$ cat config.mk
export PLATFORM = sky130hd
export DESIGN_NAME = multicycle_control_fsm
export DESIGN_NICKNAME = d
export VERILOG_FILES = /design/src/rtl/multicycle_control_fsm.sv
export SDC_FILE = /design/constraint.sdc
export NUM_CORES = 1
export LEC_CHECK = 0
export CORE_UTILIZATION = 36
export DETAILED_ROUTE_END_ITERATION = 10
export GPL_ROUTABILITY_DRIVEN = 0
export PLACE_DENSITY_LB_ADDON = 0.1
export SETUP_SLACK_MARGIN = 0.5
export SLEW_MARGIN = 0
export SYNTH_ARGS = -nofsm -noshare
export SYNTH_HDL_FRONTEND = slang
export SYNTH_SLANG_ARGS = --single-unit
$ cat constraint.sdc
create_clock -name clk -period 2.25 [get_ports clk]
set_input_delay 0.675 -clock clk [delete_from_list [all_inputs] [get_ports clk]]
set_output_delay 0.675 -clock clk [all_outputs]
set_load 0.03 [all_outputs]
$ cat src/rtl/multicycle_control_fsm.sv
// Main control FSM for a multicycle RV32 subset core (lw, sw, R-type, I-type ALU, beq, jal).
// Datapath strobes and selects decode combinationally from the registered state and instruction fields.
module multicycle_control_fsm #(
  parameter bit TRAP_HALT = 1'b1
) (
  input  logic       clk,
  input  logic       rst,
  input  logic [6:0] op,
  input  logic [2:0] funct3,
  input  logic       funct7b5,
  input  logic       zero,
  input  logic       mem_ready,
  output logic       pc_write,
  output logic       ir_write,
  output logic       reg_write,
  output logic       mem_write,
  output logic       mem_req,
  output logic       adr_src,
  output logic       illegal,
  output logic [1:0] alu_src_a,
  output logic [1:0] alu_src_b,
  output logic [1:0] result_src,
  output logic [1:0] imm_src,
  output logic [2:0] alu_control,
  output logic [3:0] state
);

  localparam logic [3:0] FETCH    = 4'd0;
  localparam logic [3:0] DECODE   = 4'd1;
  localparam logic [3:0] MEMADR   = 4'd2;
  localparam logic [3:0] MEMREAD  = 4'd3;
  localparam logic [3:0] MEMWB    = 4'd4;
  localparam logic [3:0] MEMWRITE = 4'd5;
  localparam logic [3:0] EXECR    = 4'd6;
  localparam logic [3:0] EXECI    = 4'd7;
  localparam logic [3:0] ALUWB    = 4'd8;
  localparam logic [3:0] BEQ      = 4'd9;
  localparam logic [3:0] JAL      = 4'd10;
  localparam logic [3:0] TRAP     = 4'd11;

  localparam logic [6:0] OP_LW   = 7'b0000011;
  localparam logic [6:0] OP_SW   = 7'b0100011;
  localparam logic [6:0] OP_R    = 7'b0110011;
  localparam logic [6:0] OP_I    = 7'b0010011;
  localparam logic [6:0] OP_BEQ  = 7'b1100011;
  localparam logic [6:0] OP_JAL  = 7'b1101111;

  logic [3:0] state_q;
  logic [3:0] state_d;

  // State register; reset lands in FETCH without waiting for a clock edge.
  always_ff @(posedge clk or posedge rst) begin
    if (rst) begin
      state_q <= FETCH;
    end else begin
      state_q <= state_d;
    end
  end

  // Next-state logic.
  always_comb begin
    state_d = state_q;
    case (state_q)
      FETCH: begin
        if (mem_ready) state_d = DECODE;
        else           state_d = FETCH;
      end
      DECODE: begin
        case (op)
          OP_LW, OP_SW: state_d = MEMADR;
          OP_R:         state_d = EXECR;
          OP_I:         state_d = EXECI;
          OP_BEQ:       state_d = BEQ;
          OP_JAL:       state_d = JAL;
          default:      state_d = TRAP_HALT ? TRAP : FETCH;
        endcase
      end
      MEMADR: begin
        if (op == OP_SW) state_d = MEMWRITE;
        else             state_d = MEMREAD;
      end
      MEMREAD: begin
        if (mem_ready) state_d = MEMWB;
        else           state_d = MEMREAD;
      end
      MEMWRITE: begin
        if (mem_ready) state_d = FETCH;
        else           state_d = MEMWRITE;
      end
      MEMWB, ALUWB, BEQ:  state_d = FETCH;
      EXECR, EXECI, JAL:  state_d = ALUWB;
      TRAP:               state_d = TRAP;
      default:            state_d = FETCH;
    endcase
  end

  // Output decode: defaults first, then each state overrides only its own fields.
  always_comb begin
    pc_write    = 1'b0;
    ir_write    = 1'b0;
    reg_write   = 1'b0;
    mem_write   = 1'b0;
    mem_req     = 1'b0;
    adr_src     = 1'b0;
    illegal     = 1'b0;
    alu_src_a   = 2'b00;
    alu_src_b   = 2'b00;
    result_src  = 2'b00;
    alu_control = 3'b000;

    case (state_q)
      FETCH: begin
        mem_req    = 1'b1;
        adr_src    = 1'b0;
        alu_src_a  = 2'b00;
        alu_src_b  = 2'b10;
        result_src = 2'b10;
        ir_write   = mem_ready;
        pc_write   = mem_ready;
      end
      DECODE: begin
        alu_src_a = 2'b01;
        alu_src_b = 2'b01;
      end
      MEMADR: begin
        alu_src_a = 2'b10;
        alu_src_b = 2'b01;
      end
      MEMREAD: begin
        mem_req = 1'b1;
        adr_src = 1'b1;
      end
      MEMWRITE: begin
        mem_req   = 1'b1;
        adr_src   = 1'b1;
        mem_write = 1'b1;
      end
      MEMWB: begin
        result_src = 2'b01;
        reg_write  = 1'b1;
      end
      ALUWB: begin
        result_src = 2'b00;
        reg_write  = 1'b1;
      end
      EXECR, EXECI: begin
        alu_src_a = 2'b10;
        alu_src_b = (state_q == EXECI) ? 2'b01 : 2'b00;
        case (funct3)
          3'b000:  alu_control = ((state_q == EXECR) && funct7b5) ? 3'b001 : 3'b000;
          3'b010:  alu_control = 3'b101;
          3'b110:  alu_control = 3'b011;
          3'b111:  alu_control = 3'b010;
          default: alu_control = 3'b000;
        endcase
      end
      BEQ: begin
        alu_src_a   = 2'b10;
        alu_src_b   = 2'b00;
        alu_control = 3'b001;
        pc_write    = zero;
      end
      JAL: begin
        alu_src_a = 2'b01;
        alu_src_b = 2'b10;
        pc_write  = 1'b1;
      end
      TRAP: begin
        illegal = 1'b1;
      end
      default: begin
        illegal = 1'b0;
      end
    endcase
  end

  // Immediate format follows the opcode regardless of state.
  always_comb begin
    case (op)
      OP_LW, OP_I: imm_src = 2'b00;
      OP_SW:       imm_src = 2'b01;
      OP_BEQ:      imm_src = 2'b10;
      OP_JAL:      imm_src = 2'b11;
      default:     imm_src = 2'b00;
    endcase
  end

  assign state = state_q;

endmodule

==> results by group, run 1 <==
Place
  – Total placed cells including tap cells: 151
  – Final HPWL DP: between 1.5 and 2 mm
  – DP Area: 1240 um2
  – Port Buffer Count: 36

Logic synthesis
  – Syn nets: 97
  – Post-synthesis sequential area ratio: 17.0%
  – Yosys warning count: 0
  – Synthesized flop and latch total: 4
  – Syn avg cell area: 7.19 um2
  – Mapped Cells: 82
  – Compound-Gate Fraction of Synth Area: between 20 and 30%
  – Post-Synth Adder-Cell Area: 0%
  – Netlist cell types: 37
  – Ys async rst share: 100%
  – Post-Syn Area: 589 um2
  – Post-synth top flop: dfrtp_1
  – Post-synthesis mux area share: 0%
  – Xor and xnor area share after synthesis: under 10%
  – Largest family of logic cells by synthesized area: simple AND/OR/NAND/NOR gates
  – Synth Area in Simple Gates: 40.1%
  – Number of synthesized flops with an enable pin: 0

Clocking
  – Post-CTS setup buffers: 27
  – PostCTS Resize Cnt: 128
  – CTS buffer count: 3
  – Root buf cell: clkbuf_4
  – Max Buffers Root-to-Sink: 2
  – CTS sink count: 4
  – CTS Hold Bufs: 0
  – H-tree depth: 1

Status
  – Stopped at: clock tree synthesis (4_1_cts)
  – First error: [ERROR DPL-0038] Utilization greater than 100%, impossible to legalize
  – Outcome: stopped before the end

Die
  – Initial Utilization: 38.7%
  – FP Rows: 14
  – Chip Width: about 42 um
  – IO Count: 37
  – Chip height: 42.5 um
==> kinds of logic after synthesis <==
kind of cell,count (synthesis)
AOI/OAI and AO/OA,22
buffers and inverters,8
xor gates and xnor gates,3
and+or+nand+nor,45
DFF,4
==> through the flow <==
stage	worst slack (ns)	hold WS, ns
3_5_place_dp	-0.378	0.678
3_3_place_gp	-0.347	0.664
2_1_floorplan	0.0250	0.441
==> synth_stat cells, drive strengths merged (2+ instances only) <==
library cell,instances,area [um2]
a21oi,7,35.0
or2,3,18.8
dfrtp,4,100
xnor2,2,17.5
nand2,8,30.0
inv,4,15.0
nor2,12,45.0
nor2b,4,25.0
buf,4,38.8
nor3,5,30.0
nand2b,6,37.5
==> run 2: changes to the inputs <==
Settings changed: CORE_AREA set to 2 2 63 65, CORE_UTILIZATION 36 to unset, DIE_AREA set to 0 0 65 67, PLACE_DENSITY_LB_ADDON 0.1 to 0.15, SETUP_SLACK_MARGIN 0.5 to unset.
==> results by group, run 2 <==
Critical path
  – Worst Reg2Reg Path Length in Cells: 5
  – Reg-to-reg startpoint: state[1]
  – Critical Path Sink: imm_src[0]
  – CP Data Arrival Time: 1.57 ns
  – Reg2reg setup slack: 0.95 ns
  – CP Class: primary input to output port
  – Worst Setup SP: op[0]
  – Critical Path Fanout Max: 2
  – Startpoint Class: primary input
  – Reg2Reg Capture Point: state[0]
  – Critical Path End Type: output port
  – Required time worst endpoint: 1.57 ns

Clocking
  – Max Buffers Root-to-Sink: 2 (unchanged)
  – TritonCTS clock tree: yes
  – Clk slew on worst S/H paths: 0.03 ns
  – CTS buffer count: 3 (unchanged)
  – Root buf cell: clkbuf_8
  – Clk_lat worst skew: 0.22 ns
  – CTS sink count: 4 (unchanged)
  – H-tree depth: 1 (unchanged)

Finish
  – Commonest non-fill, non-tap cell in the layout: buf_4
  – Final #Nets: 161
  – Layout fillers: 395
  – Largest register FFs: 4
  – Fin area: 1250 um2
  – Syn-to-layout area delta: 113%
  – Most frequent cells in the layout: buf_4, nor2_1, nand2_1, nand2b_1
  – N_diodes: 0
  – Share of cells above drive strength 1: 54.9%

Timing
  – Setup-failing EPs final: 0
  – Max_slew headroom: 79.5%
  – Hold WS: 0.638 ns
  – Worst-Margin Slew: approximately 0.3 ns
  – Tcrit/Tclk final: between 90 and 100%
  – Final Max Tran Viols: 0
  – Min cycle time layout: 2.25 ns
  – Fin. Hold Viols: 0
  – Setup Skew: 0.00145 ns
  – Unrepaired setup endpoints after global routing: true
  – Achievable Freq: 445 MHz

Logic synthesis
  – Syn avg cell area: 7.19 um2 (unchanged)
  – Post-Syn Area: 589 um2 (unchanged)
  – Number of synthesized flops with an enable pin: 0 (unchanged)
  – Yosys warning count: 0 (unchanged)
  – Synth area leaders: dfrtp_1, nor2_1, nand2b_1, a21oi_1, buf_6
  – Netlist cell types: 37 (unchanged)
  – Ys async rst share: 100% (unchanged)
  – Yosys top cell area share: 17.0% (unchanged)
  – Cell taking the most area after synthesis: dfrtp_1
  – Syn nets: 97 (unchanged)
  – Top-count cell post-synth: nor2_1
  – Synthesized flop and latch total: 4 (unchanged)
  – Top cells by count, synth: nor2_1, nand2_1, a21oi_1
  – Post-synth top flop: dfrtp_1
  – Mapped Cells: 82 (unchanged)
  – Post-synthesis sequential area ratio: 17.0% (unchanged)

Drt
  – DRC: 0
  – Post-DR vias/cell: 4.28
  – ANT nets after route: 0
  – Initial DRC Count: 15
  – Final wirelength: 2.32 mm
  – Post-DR wirelength/cell: 12.1 um
  – Initial DRT Pass Iterations: 4
  – Via count: 821

Power and ir drop
  – VDD IR max: 0.307 mV
  – Leakage: 0.000573 uW
  – Power Density: 1250 nW/um2

Global route
  – Vias in the first global route: 838
  – Pin count of the biggest net entering global routing: 12
  – Global router's overall resource usage: 10.9%
  – Total congestion overflow: 0
  – Initial antenna violation count: 0
  – First-pass GRT wire length: 3.73 mm

Place
  – Final HPWL DP: 1.87 mm (+9.1%)
  – Port Buffer Count: 36 (unchanged)
  – DP Area: 1110 um2 (-10%)

Die
  – Chip height: 67 um (+58%)
  – Chip Width: 65 um (+53%)
  – FP Rows: 22 (+8)
  – Die area: about 4400 um2
  – Initial Utilization: 16.3% (-22 points)
  – IO Count: 37 (unchanged)
  – Core area: 3610 um2

Status
  – Outcome: finished, final reports clean

Worst hold path
  – Min-Delay Path Class: primary input to async pin

Run
  – MaxCap Viol Count: 0
==> run 2: worst min path at each step <==
stage | from | end | cells past startpoint | slack [ns]
after global routing | rst | state[1] | 2 | 0.67
after CTS | rst | state[1] | 2 | 0.64
after floorplan | rst | state[0] | 1 | 0.44
final | rst | state[1] | 2 | 0.64
after detailed placement | state[3] | state[2] | 2 | 0.84
after global placement | state[3] | state[2] | 2 | 0.83
==> run 2: logic make-up (layout without fill, tap and decap cells) <==
group	count (synthesis)	in the layout	synth area share, %
AOI/OAI and AO/OA	22	22	29.3
xor gates and xnor gates	3	3	4.46
buffers and inverters	8	70	9.13
DFF	4	4	17.0
and+or+nand+nor	45	45	40.1
==> run 2: timing repair <==
action	CTS	global route
gates resized for setup	50	9
buffers inserted	7	0
hold buffers	0	0
setup endpoints to repair	7	6
pin swaps	8	4
==> run 2: final cells by class <==
type	count	area [um2]	area share, %
tap	48	60.1	4.79
sequential	4	103	8.18
clock buffer	3	41.3	3.29
inverter	4	15.0	1.20
multi-input combinational	70	517	41.2
timing repair buffer	63	519	41.4
==> run 2: critical path, cell delays in order <==
cell and delay [ns]:
buf_8 0.08, nand2_4 0.04, or4_4 0.51, o22ai_2 0.12, buf_6 0.15
==> run 2: through the flow <==
step           setup slack (ns)  utilization, %  power, uW  cells  TNS, ns
2_1_floorplan            -0.130               -        962     82   -0.130
3_3_place_gp             -0.386            30.8       1390    182    -1.20
3_5_place_dp             -0.388            30.8       1380    182    -1.27
4_1_cts                0.000458            34.8       1580    192        0
5_1_grt                 -0.0227            34.8       1680    192  -0.0227
6_report                0.00172            34.8       1570    192        0
==> run 2: where the power goes <==
part / switching (uW) / total [uW] / internal (uW)
Combinational: 733 / 1270 / 532
Clock: 35.6 / 149 / 114
Sequential: 48.9 / 155 / 106
Total: 817 / 1570 / 752
==> run 2: routing by layer <==
layer	routed length (um)	vias up	global-route usage (%)	part of all wire, %
met1	970	372	11.6	42
met2	1220	23	21.3	53
met5	0	-	0	0
met4	9	0	3.19	0.39
met3	119	2	2.53	5.1
li1	-	424	-	-
Note: power is estimated with default switching activity, not from simulation.
==> run 3: changes to the inputs <==
Settings changed: CORE_AREA 2 2 63 65 to 5 5 66 68, DIE_AREA 0 0 65 67 to 0 0 71 73, GPL_ROUTABILITY_DRIVEN 0 to 1.
==> results by group, run 3 (synthesized netlist as in run 2, its figures left out) <==
Timing
  – Max_slew headroom: 78.9% (-0.60 points)
  – Final Max Tran Viols: 0 (unchanged)
  – Min cycle time layout: 2.29 ns (+0.0441 ns)
  – Setup-failing EPs final: 1 (+1)
  – Post-route setup slack: -0.0424 ns (-0.0441 ns)
  – Unrepaired setup endpoints after global routing: true
  – Setup Skew: 0.00131 ns (-0.000141 ns)
  – Tcrit/Tclk final: 102% (+2.0 points)
  – Achievable Freq: 436 MHz (-1.9%)
  – Worst-Margin Slew: 0.315 ns (+0.0128 ns)
  – Fin. Hold Viols: 0 (unchanged)

Critical path
  – Critical path's top delay family: simple AND/OR/NAND/NOR gates
  – Critical Path End Type: output port
  – Worst path depth: 5 (unchanged)
  – CP Class: primary input to output port
  – Worst-path cell chain: buf_8, nand2_4, or4_4, o22ai_2, buf_6
  – Worst Reg2Reg Path Length in Cells: 6 (+1)
  – CP Data Arrival Time: 1.62 ns (+0.05 ns)
  – Critical-path top delay cell: or4_4
  – Critical Path Fanout Max: 2 (unchanged)
  – Buf/Inv on CP: 2 (unchanged)
  – Required time worst endpoint: 1.57 ns (about the same)
  – Crit path largest cell delay: 0.52 ns (about the same)
  – Startpoint Class: primary input

Finish
  – Most frequent cells in the layout: buf_4, nor2_1, nand2_1
  – Share of cells above drive strength 1: 61.3% (+6.4 points)
  – Final core utilization: 35.8% (+0.97 points)
  – Fin area: 1360 um2 (+8.3%)
  – Final #Nets: 172 (+6.8%)
  – Layout fillers: 403 (+2.0%)
  – Largest register FFs: 4 (unchanged)
  – Commonest non-fill, non-tap cell in the layout: buf_4
  – N_diodes: 0 (unchanged)
  – Syn-to-layout area delta: 131%

Place
  – DP Area: 1120 um2 (+0.90%)
  – Placer Congestion: 0.796
  – Port Buffer Count: 36 (unchanged)
  – Final HPWL DP: 1.92 mm (+2.9%)

Clocking
  – CTS Hold Bufs: 0 (unchanged)
  – Max Buffers Root-to-Sink: 2 (unchanged)
  – Clk slew on worst S/H paths: 0.03 ns (about the same)
  – CTS buffer count: 3 (unchanged)
  – H-tree depth: 1 (unchanged)
  – CTS sink count: 4 (unchanged)
  – TritonCTS clock tree: yes
  – Clk_lat worst skew: 0.21 ns (about the same)
  – Root buf cell: clkbuf_8

Die
  – Die area: 5180 um2 (+19%)
  – Core area: 3800 um2 (+5.3%)
  – FP Rows: 23 (+4.5%)
  – IO Count: 37 (unchanged)
  – Chip Width: 71 um (+9.2%)
  – Initial Utilization: 15.5% (-0.83 points)
  – Chip height: 73 um (+9.0%)

Drt
  – Post-DR vias/cell: 4.24 (-0.87%)
  – ANT nets after route: 0 (unchanged)
  – Post-DR wirelength/cell: 12.5 um (+3.2%)
  – Initial DRC Count: 37 (+22)
  – Final wirelength: 2.56 mm (+10%)
  – Via count: 869 (+5.8%)
  – Initial DRT Pass Iterations: 4 (unchanged)
  – DRC: 0 (unchanged)

Power and ir drop
  – VDD IR max: 0.349 mV (+13%)
  – Leakage: 0.000626 uW (+9.2%)
  – Power Density: 1230 nW/um2 (-1.6%)

Status
  – Violated checks: setup timing
  – Outcome: finished, violations left

Global route
  – Total congestion overflow: 0 (unchanged)
  – Pin count of the biggest net entering global routing: 12 (unchanged)
  – Global router's overall resource usage: 9.72% (-1.2 points)
  – First-pass GRT wire length: 4.11 mm (+10%)
  – Initial antenna violation count: 0 (unchanged)
  – Vias in the first global route: 929 (+11%)

Worst hold path
  – Min-Delay Path Class: primary input to async pin

Run
  – MaxCap Viol Count: 0 (unchanged)
==> run 3: worst paths after layout <==
check                          from    endpoint  slack (ns)
setup / recovery              op[1]  imm_src[0]       -0.04
hold / removal                  rst    state[0]        0.65
setup reg to reg           state[1]    state[0]        0.86
hold reg to reg            state[2]    state[3]        0.76
max in group asynchronous       rst    state[2]        1.44
min in group clk           state[2]    state[3]        0.76
==> run 3: layer usage <==
layer  GRT usage (%)  wire length, um  vias up
met1            11.5             1100      400
met5               0                0        -
met2            17.1             1310       22
met4            3.55               23        0
met3            2.20              123        2
li1                -                -      445
==> run 3: repair_timing <==
item | in CTS | in global routing
pin swaps | 10 | 6
gates resized for setup | 51 | 12
endpoints found under the setup margin | 7 | 8
setup buffers | 15 | 2
==> run 3: cell type report <==
| class | instances | area, um2 | share of cell area (%) |
|---|---|---|---|
| inverter | 4 | 15.0 | 1.10 |
| clock buffer | 3 | 41.3 | 3.04 |
| sequential | 4 | 104 | 7.64 |
| multi-input combinational | 70 | 541 | 39.8 |
| timing repair buffer | 74 | 596 | 43.8 |
| tap | 50 | 62.6 | 4.60 |
==> run 3: per-stage QoR <==
stage          worst slack, ns  hold WS (ns)  total power [uW]  TNS [ns]  std cells
6_report               -0.0424         0.646              1670   -0.0424        205
5_1_grt                -0.0666         0.687              1800   -0.0791        205
4_1_cts                -0.0307         0.645              1650   -0.0307        203
3_5_place_dp            -0.389         0.815              1400     -1.31        185
3_3_place_gp            -0.384         0.833              1400     -1.22        185
2_1_floorplan           -0.130         0.441               962    -0.130         82
==> run 3: worst reg2reg max path, cell delays in order (launching register included) <==
cell and delay (ns):
dfrtp_2 0.39, buf_4 0.16, buf_4 0.17, nor2b_1 0.15
a21oi_1 0.11, o32a_1 0.16, o221ai_1 0.11
==> run 3: power by group <==
| group | internal [uW] | switching (uW) |
|---|---|---|
| Clock | 114 | 35.9 |
| Sequential | 107 | 40.5 |
| Combinational | 597 | 778 |
